<file path="config.mk">
export PLATFORM = sky130hd
export DESIGN_NAME = char_motion_ctrl
export DESIGN_NICKNAME = d
export VERILOG_FILES = /design/src/rtl/char_motion_ctrl.sv
export SDC_FILE = /design/constraint.sdc
export NUM_CORES = 1
export LEC_CHECK = 0
export CELL_PAD_IN_SITES_DETAIL_PLACEMENT = 1
export CELL_PAD_IN_SITES_GLOBAL_PLACEMENT = 1
export CORE_UTILIZATION = 43
export CTS_BUF_LIST = sky130_fd_sc_hd__clkbuf_8
export CTS_CLUSTER_DIAMETER = 100
export DETAILED_ROUTE_END_ITERATION = 6
export PLACE_DENSITY_LB_ADDON = 0.1
export SLEW_MARGIN = 20
export SYNTH_ARGS = -nofsm -noshare
export SYNTH_HDL_FRONTEND = slang
export SYNTH_SLANG_ARGS = --single-unit
</file>
<file path="constraint.sdc">
create_clock -name clk -period 11.38 [get_ports clk]
set_input_delay 1.138 -clock clk [delete_from_list [all_inputs] [get_ports clk]]
set_output_delay 1.138 -clock clk [all_outputs]
set_load 0.005 [all_outputs]
</file>
<file path="src/rtl/char_motion_ctrl.sv">
// rtl/char_motion_ctrl.sv - per-character X motion: walk, lunge, opponent blocking, knockback
// Knockback logic is present only when CHAR_MOTION_KNOCKBACK_EN is defined.
module char_motion_ctrl #(
    parameter logic [9:0] INIT_X       = 10'd40,
    parameter logic [9:0] INIT_Y       = 10'd200,
    parameter logic [9:0] MIN_X        = 10'd40,
    parameter logic [9:0] MAX_X        = 10'd600,
    parameter logic [9:0] CHAR_WIDTH   = 10'd128,
    parameter logic [9:0] WALK_STEP    = 10'd2,
    parameter logic [9:0] LUNGE_STEP   = 10'd4,
    parameter logic [9:0] KNOCK_STEP   = 10'd6,
    parameter logic [7:0] KNOCK_FRAMES = 8'd8,
    parameter logic       FACE_RIGHT   = 1'b1
) (
    input  logic       clk,
    input  logic       rst,
    input  logic       frame_tick,
    input  logic [3:0] state,
    input  logic [9:0] opp_x,
    input  logic       knock_req,
    output logic [9:0] char_x,
    output logic [9:0] char_y,
    output logic       knock_busy,
    output logic       at_left,
    output logic       at_right
);
    localparam logic [3:0]  S_LEFT       = 4'd1;
    localparam logic [3:0]  S_RIGHT      = 4'd2;
    localparam logic [3:0]  S_DIR_ACTIVE = 4'd7;
    localparam logic [9:0]  RIGHT_X      = MAX_X - CHAR_WIDTH;
    localparam logic [10:0] ARENA_L      = {1'b0, MIN_X};
    localparam logic [10:0] ARENA_R      = {1'b0, RIGHT_X};
    localparam logic [10:0] CW           = {1'b0, CHAR_WIDTH};
    localparam logic [10:0] WS           = {1'b0, WALK_STEP};
    localparam logic [10:0] LS           = {1'b0, LUNGE_STEP};
    localparam logic [10:0] KS           = {1'b0, KNOCK_STEP};

    logic [10:0] x11;
    logic [10:0] opp11;
    logic [10:0] lim_l;
    logic [10:0] lim_r;
    logic [10:0] nx;
    logic        knocking;
    logic        unused_ok;

    // A position already past a limit is left alone rather than snapped back.
    function automatic logic [10:0] step_dn(input logic [10:0] x, input logic [10:0] s,
                                            input logic [10:0] lo);
        if (x < lo)
            return x;
        else if (x < lo + s)
            return lo;
        else
            return x - s;
    endfunction

    function automatic logic [10:0] step_up(input logic [10:0] x, input logic [10:0] s,
                                            input logic [10:0] hi);
        if (x > hi)
            return x;
        else if (x + s > hi)
            return hi;
        else
            return x + s;
    endfunction

    assign x11   = {1'b0, char_x};
    assign opp11 = {1'b0, opp_x};

    always_comb begin
        lim_l = ARENA_L;
        lim_r = ARENA_R;
        if (FACE_RIGHT) begin
            if (opp11 < ARENA_L + CW)
                lim_r = ARENA_L;
            else if (opp11 - CW < ARENA_R)
                lim_r = opp11 - CW;
        end else begin
            if (opp11 + CW > ARENA_L)
                lim_l = opp11 + CW;
            if (lim_l > lim_r)
                lim_l = lim_r;
        end
    end

    always_comb begin
        nx = x11;
        if (knocking) begin
            // knockback ignores the opponent body, only the arena walls stop it
            nx = FACE_RIGHT ? step_dn(x11, KS, ARENA_L) : step_up(x11, KS, ARENA_R);
        end else begin
            case (state)
                S_LEFT:       nx = step_dn(x11, WS, lim_l);
                S_RIGHT:      nx = step_up(x11, WS, lim_r);
                S_DIR_ACTIVE: nx = FACE_RIGHT ? step_up(x11, LS, lim_r) : step_dn(x11, LS, lim_l);
                default:      nx = x11;
            endcase
        end
    end

    always_ff @(posedge clk) begin
        if (rst)
            char_x <= INIT_X;
        else if (frame_tick)
            char_x <= nx[9:0];
    end

`ifdef CHAR_MOTION_KNOCKBACK_EN
    logic [7:0] knock_cnt;

    // A hit landing on a tick consumes that tick as the first knockback step.
    always_ff @(posedge clk) begin
        if (rst)
            knock_cnt <= 8'd0;
        else if (knock_req)
            knock_cnt <= frame_tick ? KNOCK_FRAMES - 8'd1 : KNOCK_FRAMES;
        else if (frame_tick && knock_cnt != 8'd0)
            knock_cnt <= knock_cnt - 8'd1;
    end

    assign knocking   = (knock_cnt != 8'd0) || knock_req;
    assign knock_busy = (knock_cnt != 8'd0);
    assign unused_ok  = nx[10];
`else
    assign knocking   = 1'b0;
    assign knock_busy = 1'b0;
    assign unused_ok  = ^{nx[10], knock_req, KNOCK_FRAMES};
`endif

    assign char_y   = INIT_Y;
    assign at_left  = (char_x == MIN_X);
    assign at_right = (char_x == RIGHT_X);
endmodule

</file>
Word level (Yosys, flattened, before mapping). Cells that the tools add are included.

$add $sub $neg: 4. Order comparisons: 7. Equal/unequal tests: 8. Multiplexer cells: 9. Reduce and logical (&&, ||, !) cells: 2.

Operators with widths (number): 2-to-1 mux 10 bit (6); case mux 10 bit (3 select lines) (1); greater-than comparator 11 bit (2); 2-to-1 mux 11 bit (2); < comparator 10 x 6 -> 1 bit, second input constant (2); adder 10 x 2 -> 11 bit, second input constant (1); adder 10 x 3 -> 11 bit, second input constant (1); greater-than comparator 10 x 11 -> 1 bit (1); < comparator 11 x 9 -> 1 bit, second input constant (1); subtractor 10 x 8 -> 11 bit, second input constant (1); equality test 10 x 6 -> 1 bit, second input constant (1); equality test 10 x 9 -> 1 bit, second input constant (1); < comparator 10 x 8 -> 1 bit, second input constant (1); subtractor 10 x 2 -> 10 bit, second input constant (1); inequality test 2 bit, second input constant (3); AND reduction 5 bit (1); equality test 4 x 1 -> 1 bit, second input constant (1); equality test 4 x 2 -> 1 bit, second input constant (1); equality test 4 x 3 -> 1 bit, second input constant (1); nonzero test 3 bit (1).

Register bits after elaboration: 10. Input bits: 18. Output and inout port bits: 23. Word-level logic and storage cells: 31.

Depth between registers and ports, before layout. Gate-level depths: netlist of run 1.

Depth in word-level cells: 8. Mapped depth: 16. Mapped depth without buffers: 16.

Least setup slack after synthesis of run 1. No wires, ideal clock.

Path kind: input -> register. Start point: input port opp_x[7]. End point: register char_x[0]. Library setup time: 0.116 ns. Arrival time: 4.349 ns. Required time: 11.264 ns. Slack: 6.915 ns. Cell stages on the path: 16. Path buffers: 0. Path through: inv_1 > ha_1 > nor2_1 > a21oi_2 > or2_2 > a21oi_1 > nor2b_1 > ha_1 > nor2b_1 > a221o_1 > a21oi_1 > o21ai_0 > a2111oi_4 > nand2_2 > o211a_1 > a41o_1.

Word-level cells in the longest chain between the ends: 8. Elaborated cells between the ends (all ways): 16. Those cells by class: add/sub: 1; order compare: 5; eq/ne: 2; mux: 7; reduce/logical: 1.

RTL lines: from (decl) (RTL line 19) `input logic [9:0] opp_x,`; subtractor 10 x 8 -> 11 bit (RTL line 76, 77); < comparator 11 x 9 -> 1 bit (RTL line 76) `else if (opp11 - CW < ARENA_R)`; 2-to-1 mux 11 bit (RTL line 76); 2-to-1 mux 11 bit * (RTL line 74) `if (opp11 < ARENA_L + CW)`; greater-than comparator 11 bit (RTL line 61) `else if (x + s > hi)`; 2-to-1 mux 10 bit (RTL line 61); 2-to-1 mux 10 bit (RTL line 59) `if (x > hi)`; case mux 10 bit (3 select lines) (RTL line 92) `case (state)`; to (signal assigned) (RTL line 105) `char_x <= nx[9:0];`; to (decl) (RTL line 21) `output logic [9:0] char_x,`.

Every way passes the cells marked *; elsewhere a longest branch is shown, timed or not. The select of a mux whose other input is x is not followed. A chain may end at the register's enable or synchronous reset.

Worst setup path in the final report of run 1.
Start point: input port opp_x[8]. End point: register char_x[5].

Same word-level chain as after synthesis.

==> impl_metrics.yaml, run 1 <==
setup_path:
  startpoint_type: "input pin"
  setup.worst_path.end_class: "register"
  worst-endpoint-required_ns: 11.49
  cp.arrival_ns: 6.08
  crit_fanout: 17
  worst-setup-path-type: "input pin to register"
cells_and_area:
  fillers: 684
  fraction_of_final_layout_cells_sized_beyond_drive_strength_1: 0.0512
  antenna_cells_inserted: 0
  top_register: "char_x"
  synthToLayoutAreaGrowth_pct: 14.6
  largest_registers: "char_x: 10 flops"
  fin_nets: 386
  largest_register_ffs: 10
  finalInstanceArea_um2: 2600
die:
  design.die.area_um2: 5560
  placeableCoreArea_um2: 5070
  boundaryPins: 41
  die_height_um: 74.6
  core.rowCount: 26
  floorplan.initialDensity: 0.446
  die-width_um: 74.6
yosys:
  ys_dominant_reg_cell: "dfxtp_1"
  syn_avg_cell_area_um2: 7.36
  yosys.cell_types.count: 62
  synth_adder_area_share: 0.193
  post_synth_mux_area_share: 0.0133
  combinational_family_with_the_most_area_after_synthesis: "compound AO/OA/AOI/OAI gates"
  synthSimpleGateAreaFrac: 0.252
  yosys.area.top_type: "ha_1"
  post-synth-top-count-cell: "ha_1"
  synth_seq_area_share: 0.0883
  synthTopCellsByArea: "ha_1 (19%), dfxtp_1 (8.8%), o21ai_0 (4.6%), nand2_1 (4.5%), buf_4 (4.0%)"
  synth-compound-area-share: 0.290
  synthTopCellsByCount: "ha_1 (35), nand2_1 (27), o21ai_0 (21), nor2_1 (18), a21oi_1 (17)"
  synth-seq-cells: 10
  yosysTopAreaCellShare: 0.193
  synth-warning-count: 0
  yosys.area_share.xor_xnor: 0.0696
  asyncSetResetFlopFracSynth: 0
  synthesis.area_um2: 2270
  netlist_instances: 308
  synth_enable_flop_cells: 0
clock_network:
  clock_insertion_delay_worst_skew_ns: 0.24
  numCtsBuffers: 3
  cts_tree: "done"
  cts_hold_buf: 0
  ctsLongestPathBuffers: 2
  cts_resized: 0
  cts.clk_slew.worst_paths_ns: 0.06
  post-cts-setup-buffers: 0
  cts_sinks: 10
  cts_max_level: 1
  cts_root_buf: "clkbuf_8"
hold_path:
  worst_hold_path_type: "register to register"
routing:
  routed_wire_length_per_instance_um: 18.7
  route.detailed.vias_per_inst: 5.99
  detail_route.drc_violations: 0
  dr_vias: 2408
  firstDrtPassIters: 4
  detail_route.wirelength_mm: 7.50
  detailed_route_iter0_violations: 159
  final_antenna_net_count: 0
power:
  power.density_cell_area_nw_per_um2: 67.2
  irDropWorstVdd_v: 0.0000465
  static_leakage_uw: 0.00108
timing:
  setup_slack_after_layout_ns: 5.41
  grt_setup_unrepaired: "false"
  max_slew_headroom_at_the_worst_pin: 0.313
  fmax_mhz: 167
  final.setup_skew_ns: 0.00370
  fin_hold_ws_ns: 0.615
  finalMaxSlewViolations: 0
  min_period_over_period: 0.525
  fin_crit_ns: 5.97
  max_slew.worst_pin.slew_ns: 1.03
  finalHoldViolCount: 0
  setup_tns_ns: 0
  setup_viol: 0
placed_design:
  detailed_place.area_um2: 2540
  gp_congestion: 0.864
  dp_hpwl_mm: 5.99
  preCtsSetupSlack_ns: 5.24
  buffer_ports.inserted: 28
flow_run:
  maxCapViolations: 0
status:
  outcome: "finished clean"
global_routing:
  globalRoute.totalOverflow: 0
  grt_antenna_before_repair: 0
  grt_use_total: 0.292
  grt_start_max_net_pins: 20
  global_route_wire_length_before_repair_mm: 12.1
  first_global_vias: 2351
## per-layer routing
metal  vias to the layer above  global-route usage  wire [um]
met2                        58               0.515       3620
met3                         6              0.0379        347
met1                      1176               0.385       3450
met4                         0              0.0419         79
li1                       1168                   -          -
met5                         -                   0          0
## through the flow
step | cells | utilization | power [uW]
finish | 402 | 0.512 | 175
floorplan | 322 | - | 100
global placement | 398 | 0.501 | 123
detailed placement | 398 | 0.501 | 127
global route | 402 | 0.512 | 186
CTS | 402 | 0.512 | 174
## logic make-up after synthesis
group	after synthesis
simple gates	112
compound gates	90
other cells	2
flops	10
mux	3
buf+inv	38
fa+ha+maj	35
xor+xnor	18
## cells in the final DEF, fill, tap and decap left out, types with 2 or more instances in the layout
cell              n
conb_1           16
a211o_1           2
nand2_1          27
xor2_1            9
a21oi_2           2
a41oi_1           2
a31oi_1           4
clkdlybuf4s50_1  28
o21a_1            2
nor4b_1           2
a21oi_1          17
dfxtp_1          10
nor2b_1           5
o21ai_1           3
clkbuf_8          4
mux2i_1           3
or3_1             6
nand4_1           4
a21o_1            3
nand3_1          16
nor2_1           18
nor4_1            2
nand2b_1          5
and3_1            3
o211ai_1          5
a221oi_1          4
nor3_1           13
or2_2             2
o21ai_0          21
xnor2_1           9
o22ai_1           2
o31ai_1           2
a211oi_1          3
o221ai_1          2
and2_1            3
inv_1            16
ha_1             35
## layout make-up
type / instances / area (um^2) / area share
inverter: 16 / 60.1 / 0.0231
timing repair buffer: 28 / 280 / 0.108
clock buffer: 4 / 55.1 / 0.0212
multi-input combinational: 274 / 1910 / 0.737
tap: 70 / 87.6 / 0.0337
sequential: 10 / 200 / 0.0771
## power by group
| part | total, uW | leakage (uW) | switching [uW] | internal, uW |
|---|---|---|---|---|
| clock | 47.2 | 0.0000288 | 16.6 | 30.6 |
| sequential | 42.8 | 0.0000813 | 6.23 | 36.5 |
| combinational | 84.7 | 0.000968 | 49.1 | 35.7 |
| total | 175 | 0.00108 | 71.9 | 103 |
## path summary, 6_finish.rpt
kind	start	to	slack, ns	cells past startpoint
min reg2reg	char_x[0]	char_x[0]	0.62	2
max reg2reg	char_x[5]	char_x[5]	6.76	13
max	opp_x[8]	char_x[5]	5.41	17
min	char_x[0]	char_x[0]	0.62	2
## worst max-delay path, stage by stage
cell             delay (ns)
clkdlybuf4s50_1        0.53
inv_1                  0.09
ha_1                   0.22
nor2_1                 0.13
a21oi_2                0.10
or2_2                  0.31
a21oi_1                0.39
nor2b_1                0.43
ha_1                   0.35
nor2b_1                0.14
a221o_1                0.31
a21oi_1                0.13
o21ai_0                0.19
a2111oi_4              0.95
o211ai_1               0.19
a221oi_1               0.38
o21ai_1                0.11
Power figures use the tool's default switching activity.
==> run 2: changes to the inputs <==
--- a/config.mk
+++ b/config.mk
@@ -7,7 +7,7 @@
 export LEC_CHECK = 0
 export CELL_PAD_IN_SITES_DETAIL_PLACEMENT = 1
 export CELL_PAD_IN_SITES_GLOBAL_PLACEMENT = 1
-export CORE_UTILIZATION = 43
+export CORE_UTILIZATION = 36
 export CTS_BUF_LIST = sky130_fd_sc_hd__clkbuf_8
 export CTS_CLUSTER_DIAMETER = 100
 export DETAILED_ROUTE_END_ITERATION = 6
==> constraint.sdc (replaced) <==
create_clock -name clk -period 5.2 [get_ports clk]
set_input_delay 0.52 -clock clk [delete_from_list [all_inputs] [get_ports clk]]
set_output_delay 0.52 -clock clk [all_outputs]
set_load 0.005 [all_outputs]
==> run 2 against run 1 <==
  * Largest power group unchanged
  * Non-clock buffer count increased by 9
  * Sequential share of layout area is 0.21 points lower
  * First-iteration DRC count fell by 30%
  * Register-to-register slack worse by 5.8 ns
  * Sequential power grew 110%
  * Critical endpoint unchanged
  * Power grew 120%
==> impl_metrics.yaml, run 2 (synthesis results as in run 1) <==
status:
  outcome: "finished clean"
power:
  static_leakage_uw: 0.00112
  share_comb_of_total_power: 0.506
  total_switching_power_uw: 155
  netSwitchingFraction: 0.403
  power_frac_seq: 0.231
  power.density_cell_area_nw_per_um2: 144
  clock_power_share: 0.263
  irDropWorstVdd_v: 0.000120
  internal_power_uw: 230
timing:
  fmax_mhz: 214
  fin_crit_ns: 4.68
  final.setup_skew_ns: 0.00115
  setup_viol: 0
  finalMaxSlewViolations: 0
  setup_slack_after_layout_ns: 0.524
  finalHoldViolCount: 0
  min_period_over_period: 0.899
  grt_setup_unrepaired: "false"
  max_slew_headroom_at_the_worst_pin: 0.514
  setup_tns_ns: 0
  max_slew.worst_pin.slew_ns: 0.722
clock_network:
  post-cts-setup-buffers: 0
  cts_resized: 0
  ctsLongestPathBuffers: 2
  numCtsBuffers: 3
  cts_sinks: 10
  cts_tree: "done"
  cts_hold_buf: 0
  clock_insertion_delay_worst_skew_ns: 0.24
  cts.clk_slew.worst_paths_ns: 0.05
  cts_root_buf: "clkbuf_8"
  cts_max_level: 1
global_routing:
  grt_antenna_before_repair: 0
  globalRoute.totalOverflow: 0
  global_route_wire_length_before_repair_mm: 12.1
  grtUsageMet2: 0.440
  gr-usage-met1: 0.310
  grtUsageMet3: 0.0348
  grt_use_total: 0.244
  gr-max-usage-layer: "met2"
  grt_start_max_net_pins: 19
  first_global_vias: 2317
flow_run:
  maxCapViolations: 0
placed_design:
  buffer_ports.inserted: 28
  placed_cells_incl_taps: 412
  dp_hpwl_mm: 6.15
  preCtsSetupSlack_ns: 0.274
  gp_congestion: 0.888
routing:
  detail_route.drc_violations: 0
  detail_route.wirelength_mm: 7.54
  route.detailed.vias_per_inst: 5.69
  final_antenna_net_count: 0
  routed_wire_length_per_instance_um: 18.1
  dr_vias: 2367
  detailed_route_iter0_violations: 112
  firstDrtPassIters: 4
cells_and_area:
  fillers: 774
  antenna_cells_inserted: 0
  final_cell_mix: "ha_1 (35), clkdlybuf4s50_1 (28), nand2_1 (27)"
  largest_register_ffs: 10
  finish.cell_count_without_fillers: 416
  fin_util: 0.446
  layout.cells.most_common: "ha_1"
  top_register: "char_x"
  synthToLayoutAreaGrowth_pct: 17.9
  fin_nets: 395
  fraction_of_final_layout_cells_sized_beyond_drive_strength_1: 0.0762
  largest_registers: "char_x: 10 flops"
die:
  placeableCoreArea_um2: 5990
  boundaryPins: 41
  core.rowCount: 28
  design.die.area_um2: 6620
  die-width_um: 81.3
  die_height_um: 81.3
  floorplan.initialDensity: 0.378
setup_path:
  worst-endpoint-required_ns: 5.31
  crit_fanout: 9
  worst-setup-path-type: "input pin to register"
  cp.arrival_ns: 4.79
  setup.worst_path.end_class: "register"
  ff2ff_setup_slack_ns: 0.98
  startpoint_type: "input pin"
hold_path:
  worst_hold_path_type: "register to register"
-- run 2: changes by cell type in the layout (fill, tap and decap cells not counted) --
cell,before,now
buf_4,0,9
-- run 2: final timing paths --
path                                 from   endpoint  cells past startpoint
worst max-delay path             opp_x[8]  char_x[5]                     17
worst min-delay path            char_x[0]  char_x[0]                      2
worst min register to register  char_x[0]  char_x[0]                      2
worst max register to register  char_x[6]  char_x[5]                     13
-- run 2: critical path: stages --
cell,delay [ns]
clkdlybuf4s50_1,0.53
inv_1,0.08
ha_1,0.22
nor2_1,0.14
a21oi_2,0.11
or2_2,0.30
o21ai_0,0.32
inv_1,0.16
ha_1,0.32
and4_1,0.19
nor4b_1,0.49
o21ai_0,0.18
mux2i_1,0.31
nor3_1,0.15
a32o_2,0.33
a221oi_1,0.34
o21ai_1,0.09
-- run 2: final cells by class --
cell class | count | area, um^2 | share of cell area
Clock buffer | 4 | 55.1 | 0.0206
Inverter | 16 | 60.1 | 0.0225
Tap cell | 75 | 93.8 | 0.0351
Sequential cell | 10 | 200 | 0.0749
Multi-Input combinational cell | 274 | 1910 | 0.717
Timing Repair Buffer | 37 | 348 | 0.130
-- run 2: power by group through the flow --
stage	registers (uW)	logic, uW	clock network (uW)
floorplan	85.7	134	0
global placement	90.5	189	0
detailed placement	90.5	192	0
CTS	88.9	194	104
global route	89.8	218	109
finish	88.9	194	101
-- run 2: stage by stage --
stage / power (uW) / area (um^2) / hold slack, ns
2_1_floorplan: 219 / 2320 / 0.588
3_3_place_gp: 279 / 2620 / 0.586
3_5_place_dp: 283 / 2620 / 0.604
4_1_cts: 387 / 2670 / 0.622
5_1_grt: 416 / 2670 / 0.653
6_report: 384 / 2670 / 0.619
-- run 2: layer usage --
layer | part of all wire | wire (um)
met4 | 0.0061 | 46
met3 | 0.030 | 225
met5 | 0 | 0
met2 | 0.49 | 3720
met1 | 0.47 | 3550
